$ cat config.mk
export PLATFORM = sky130hd
export DESIGN_NAME = merge_recv_xc
export DESIGN_NICKNAME = d
export VERILOG_FILES = /design/src/rtl/merge_recv_xc_pkg.sv /design/src/rtl/merge_recv_xc_receiver.sv /design/src/rtl/merge_recv_xc.sv
export SDC_FILE = /design/constraint.sdc
export NUM_CORES = 1
export LEC_CHECK = 0
export ABC_AREA = 1
export CAP_MARGIN = 40
export CORE_MARGIN = 10
export CORE_UTILIZATION = 31
export CTS_CLUSTER_SIZE = 12
export DETAILED_ROUTE_END_ITERATION = 16
export GPL_TIMING_DRIVEN = 0
export PLACE_DENSITY = 0.57
export SYNTH_ARGS = -nofsm -noshare
export SYNTH_HDL_FRONTEND = slang
export SYNTH_HIERARCHICAL = 1
export SYNTH_SLANG_ARGS = --single-unit
$ cat constraint.sdc
create_clock -name clk -period 3.6 [get_ports clk]
set_input_delay 0.54 -clock clk [delete_from_list [all_inputs] [get_ports clk]]
set_output_delay 0.54 -clock clk [all_outputs]
set_load 0.01 [all_outputs]
$ cat src/rtl/merge_recv_xc_pkg.sv
// merge_recv_xc_pkg: shared lane state encoding, word widths and frame length helper
package merge_recv_xc_pkg;
  typedef enum logic {IDLE = 1'b0, ACK = 1'b1} lane_state_t;
  localparam int DATA_WIDTH = 64;
  localparam int HALF_WIDTH = 32;
  function automatic logic [31:0] eff_len(input logic [31:0] len);
    return (len == 32'd0) ? 32'd1 : len;
  endfunction
endpackage

$ cat src/rtl/merge_recv_xc_receiver.sv
// req_ack_32bit_receiver: synchronized 4-phase lane receiver packing two halves into one word slot
module req_ack_32bit_receiver
  import merge_recv_xc_pkg::*;
#(
  parameter int SYNC_STAGES = 2
) (
  input  logic                  clk,
  input  logic                  rst,
  input  logic                  request,
  input  logic [HALF_WIDTH-1:0] din,
  input  logic                  drain,
  output logic                  acknowledge,
  output logic [DATA_WIDTH-1:0] slot_data,
  output logic                  slot_valid
);
  logic [SYNC_STAGES-1:0] sync;
  lane_state_t state;
  logic half;
  logic req_s;
  assign req_s = sync[SYNC_STAGES-1];
  assign acknowledge = state == ACK;
  always_ff @(posedge clk)
    sync <= rst ? '0 : {sync[SYNC_STAGES-2:0], request};
  always_ff @(posedge clk) begin
    if (rst) begin
      state      <= IDLE;
      half       <= 1'b0;
      slot_data  <= '0;
      slot_valid <= 1'b0;
    end else begin
      if (drain) slot_valid <= 1'b0;
      if (state == IDLE && req_s && !slot_valid) begin
        state <= ACK;
        half  <= ~half;
        if (half) begin
          slot_data[DATA_WIDTH-1:HALF_WIDTH] <= din;
          slot_valid <= 1'b1;
        end else begin
          slot_data[HALF_WIDTH-1:0] <= din;
        end
      end else if (state == ACK && !req_s) begin
        state <= IDLE;
      end
    end
  end
endmodule

$ cat src/rtl/merge_recv_xc.sv
// merge_recv_xc: merges per-lane 4-phase receivers into a round-robin AXI-stream with frame framing
module merge_recv_xc
  import merge_recv_xc_pkg::*;
#(
  parameter int Channel     = 4,
  parameter int SYNC_STAGES = 2
) (
  input  logic                          clk,
  input  logic                          rst,
  input  logic [Channel-1:0]            request,
  input  logic [Channel*HALF_WIDTH-1:0] din,
  output logic [Channel-1:0]            acknowledge,
  input  logic [31:0]                   i_rx_len,
  input  logic                          m_axis_tready,
  output logic [DATA_WIDTH-1:0]         m_axis_tdata,
  output logic                          m_axis_tvalid,
  output logic                          m_axis_tlast,
  output logic                          o_rx_done
);
  localparam int IW = Channel > 1 ? $clog2(Channel) : 1;
  logic [DATA_WIDTH-1:0] slot_data [Channel];
  logic [Channel-1:0] slot_valid, drain;
  logic [IW-1:0] ptr, gnt;
  logic gnt_valid, load, hs;
  logic [31:0] cnt, cnt_nxt, len_q, len_nxt;
  for (genvar i = 0; i < Channel; i++) begin : g_lane
    req_ack_32bit_receiver #(.SYNC_STAGES(SYNC_STAGES)) u_rx (
      .clk,
      .rst,
      .request(request[i]),
      .din(din[i*HALF_WIDTH +: HALF_WIDTH]),
      .drain(drain[i]),
      .acknowledge(acknowledge[i]),
      .slot_data(slot_data[i]),
      .slot_valid(slot_valid[i])
    );
  end
  always_comb begin
    gnt_valid = 1'b0;
    gnt = '0;
    for (int k = Channel - 1; k >= 0; k--)
      if (slot_valid[IW'((int'(ptr) + k) % Channel)]) begin
        gnt_valid = 1'b1;
        gnt = IW'((int'(ptr) + k) % Channel);
      end
  end
  assign hs = m_axis_tvalid && m_axis_tready;
  assign load = gnt_valid && (!m_axis_tvalid || m_axis_tready);
  assign drain = load ? Channel'(1) << gnt : '0;
  assign cnt_nxt = hs ? (m_axis_tlast ? '0 : cnt + 32'd1) : cnt;
  assign len_nxt = cnt_nxt == '0 ? eff_len(i_rx_len) : len_q;
  always_ff @(posedge clk) begin
    if (rst) begin
      ptr           <= '0;
      cnt           <= '0;
      len_q         <= 32'd1;
      m_axis_tdata  <= '0;
      m_axis_tvalid <= 1'b0;
      m_axis_tlast  <= 1'b0;
      o_rx_done     <= 1'b0;
    end else begin
      cnt       <= cnt_nxt;
      len_q     <= len_nxt;
      o_rx_done <= hs && m_axis_tlast;
      if (load) begin
        m_axis_tdata  <= slot_data[gnt];
        m_axis_tvalid <= 1'b1;
        m_axis_tlast  <= cnt_nxt == len_nxt - 32'd1;
        ptr           <= gnt == IW'(Channel - 1) ? '0 : gnt + 1'b1;
      end else if (hs) begin
        m_axis_tvalid <= 1'b0;
        m_axis_tlast  <= 1'b0;
      end
    end
  end
endmodule

==> results.ini <==
[cells_and_area]
drive_gt1_share_pct=12.3
num-nets-final=3845
final_util_pct=40.0
syn2layout_area_growth_pct=27.7
antenna_cells=0

[detailed_routing]
drt_pass1_iterations=5
drtIter0Drc=1745
ant_nets=0
drcViolationCount=0
vias=22224
avgViaCountPerCell=4.79
wirelength_mm=87.1
wl_per_cell_um=18.8

[sta]
period_share_pct=108
grt_setup_unrepaired=true
drv_slew=0
finalSetupViolCount=1
fin_skew_ns=0.0515
min_period_ns=3.88
worst_pin_slew_ns=0.752
fmax_mhz=258
finalWorstSetupSlack_ns=-0.275
hold_violations=0
relSlewSlack_pct=49.8

[clock_tree]
htree_levels=2
cts_hold_repair.buffers=0
numCtsBuffers=47
cts_tree=yes
clock_sinks=409
clk_latency_ns=0.61
cts_buffer_depth=3
clkSlewWorstSetupHoldPaths_ns=0.06
root_buffer=clkbuf_16

[power_and_ir_drop]
power.density_mw_per_mm2=645
ir_drop_uv=332
seq_power_share_pct=29.9
pwr-share-clk_pct=27.2
p_sw_share_pct=41.6
leakagePower_nw=12.3
p_int_mw=10.5
p_sw_mw=7.51
pwr-share-comb_pct=42.9
power.total_mw=18.0

[setup_path]
required_ns=4.10
start_kind=register
end_kind=register
crit_arrival_ns=4.37
crit_type=reg -> reg
crit_fanout=5

[floorplanning]
io_pins=238
initial_core_util_pct=31.3
fp-row-count=97
die_x_um=286
core-area_mm2=0.0700
die_area_mm2=0.0818
die_h_um=286

[synthesis]
ys_types=46
ys_ff_latch=409
async_flop_share_pct=0
synth-edff-count=0
netlist_area_mm2=0.0219
syn_area_per_cell_um2=6.55
syn-num-nets=3521
syn_inst=3348
synth.area.top_cells=dfxtp_1 37%, nor2_1 17%, nand2_1 10%
yosys.area.top_type=dfxtp_1
yosysTopAreaCellShare_pct=37.3
yosys_warnings=6
ys_seq_area_share_pct=37.3
post-synth-top-count-cell=nor2_1
ys.flop_type=dfxtp_1
synth_common_cells=975 x nor2_1, 603 x nand2_1, 409 x dfxtp_1

[job]
maxCapViolCount=0

[global_routing]
grt_max_degree=19
grtUsageTotal_pct=20.5
grt_pass1_wl_mm=129
grt_overflow_total=0
antenna_found_initial=0
first_global_vias=21120

[placement]
place_congestion=0.953
io_buffers=237
dp_hpwl_mm=70.8

[worst_hold_path]
hold_path_class=reg -> reg

[run_status]
status=complete, but fails checks
violations=negative setup slack

==> worst paths after layout <==
path	startpoint	to	slack, ns	cells after the start
max	cnt[0]$_SDFF_PP0_	m_axis_tlast$_SDFFE_PP0P_	-0.28	25
min	g_lane[1].u_rx/sync[0]$_SDFF_PP0_	g_lane[1].u_rx/sync[1]$_SDFF_PP0_	0.40	2
max reg2reg	cnt[0]$_SDFF_PP0_	m_axis_tlast$_SDFFE_PP0P_	-0.28	25
min reg2reg	g_lane[1].u_rx/sync[0]$_SDFF_PP0_	g_lane[1].u_rx/sync[1]$_SDFF_PP0_	0.40	2
==> flip-flops by register name (all words and copies together), names as in the netlist, 4 cells and up <==
signal and count:
g_lane.u_rx/slot_data 256, m_axis_tdata 64, cnt 32, len_q 32, g_lane.u_rx/sync 8, g_lane.u_rx/acknowledge 4, g_lane.u_rx/half 4, g_lane.u_rx/slot_valid 4
==> power by group through the flow <==
| stage | logic [mW] | clock network (mW) | registers [mW] |
|---|---|---|---|
| floorplan | 4.14 | 0 | 5.49 |
| global placement | 7.24 | 0 | 5.48 |
| detailed placement | 7.28 | 0 | 5.48 |
| CTS | 7.48 | 5.03 | 5.39 |
| global route | 8.51 | 5.21 | 5.45 |
| finish | 7.74 | 4.91 | 5.40 |
==> area by class of cell <==
cell class | instances | area, um2
plain buffers | 218 | 1420
clock buffers | 65 | 1350
clock inverters | 15 | 201
fillers | 7536 | 42000
inverters | 343 | 1290
multi-input cells | 2376 | 11600
flip-flops and latches | 409 | 8200
well taps | 940 | 1180
repair buffers | 277 | 2770
==> layer usage <==
layer,routed length (um),up-vias,GRT usage [%]
li1,-,11352,-
met1,37900,10071,26.0
met2,41000,675,35.1
met3,5210,126,2.89
met4,2960,0,6.86
met5,0,-,0
==> cell usage in the layout, fill, tap and decap left out, types with 28 or more instances in the layout <==
cell type        instances
nor2_1                 941
nand2_1                569
dfxtp_1                402
inv_1                  324
nand4_1                266
clkdlybuf4s50_1        236
o21ai_0                198
clkbuf_1                69
nand3_1                 63
o22ai_1                 63
buf_6                   61
buf_2                   61
clkbuf_16               48
nand2_2                 40
nand3b_1                38
nor2_4                  35
buf_4                   35
nor2_2                  28
==> timing repair <==
item                       CTS  global route
pin swaps                   28            47
setup endpoints to repair   38            52
setup buffers               18            16
resized for setup           83           113
gates cloned                 1             2
==> cell families (layout without fill, tap and decap cells) <==
| kind of cell | Yosys count | after routing | share of synthesized area (%) |
|---|---|---|---|
| AOI/OAI and AO/OA | 302 | 302 | 7.56 |
| xor gates and xnor gates | 18 | 18 | 0.976 |
| adders and majority gates | 6 | 6 | 0.342 |
| buffers and inverters | 563 | 918 | 12.2 |
| DFF | 409 | 409 | 37.3 |
| muxes | 2 | 2 | 0.0913 |
| and+or+nand+nor | 2048 | 2048 | 41.5 |
==> critical path, cell delays in order, from the launching register on <==
cell      delay (ns)
dfxtp_4         0.39
ha_4            0.17
nand3_1         0.11
nor2_4          0.17
nand3_1         0.11
o211ai_1        0.31
nand2_1         0.08
nor2_1          0.12
nand2_1         0.09
nor2_4          0.18
buf_6           0.15
nand3b_1        0.15
nand2_2         0.18
ha_4            0.19
nand3_4         0.13
nor2_4          0.13
nand2_2         0.12
nor2_1          0.12
nand3_1         0.15
nand3_1         0.11
nand2_1         0.06
nor2_1          0.11
nand2_1         0.07
nor2_2          0.14
nand2_2         0.10
a21oi_2         0.13
==> stage by stage <==
step           instance area (um2)  TNS [ns]  instances  setup slack (ns)  hold slack [ns]
2_1_floorplan                21900         0       3348             0.335            0.388
3_3_place_gp                 25500    -35.06       4525             -1.49            0.390
3_5_place_dp                 25500     -2.74       4528             -1.50            0.396
4_1_cts                      27600    -0.259       4625            -0.259            0.406
5_1_grt                      28000    -0.557       4643            -0.528            0.424
6_report                     28000    -0.275       4643            -0.275            0.403
Power figures use the tool's default switching activity.
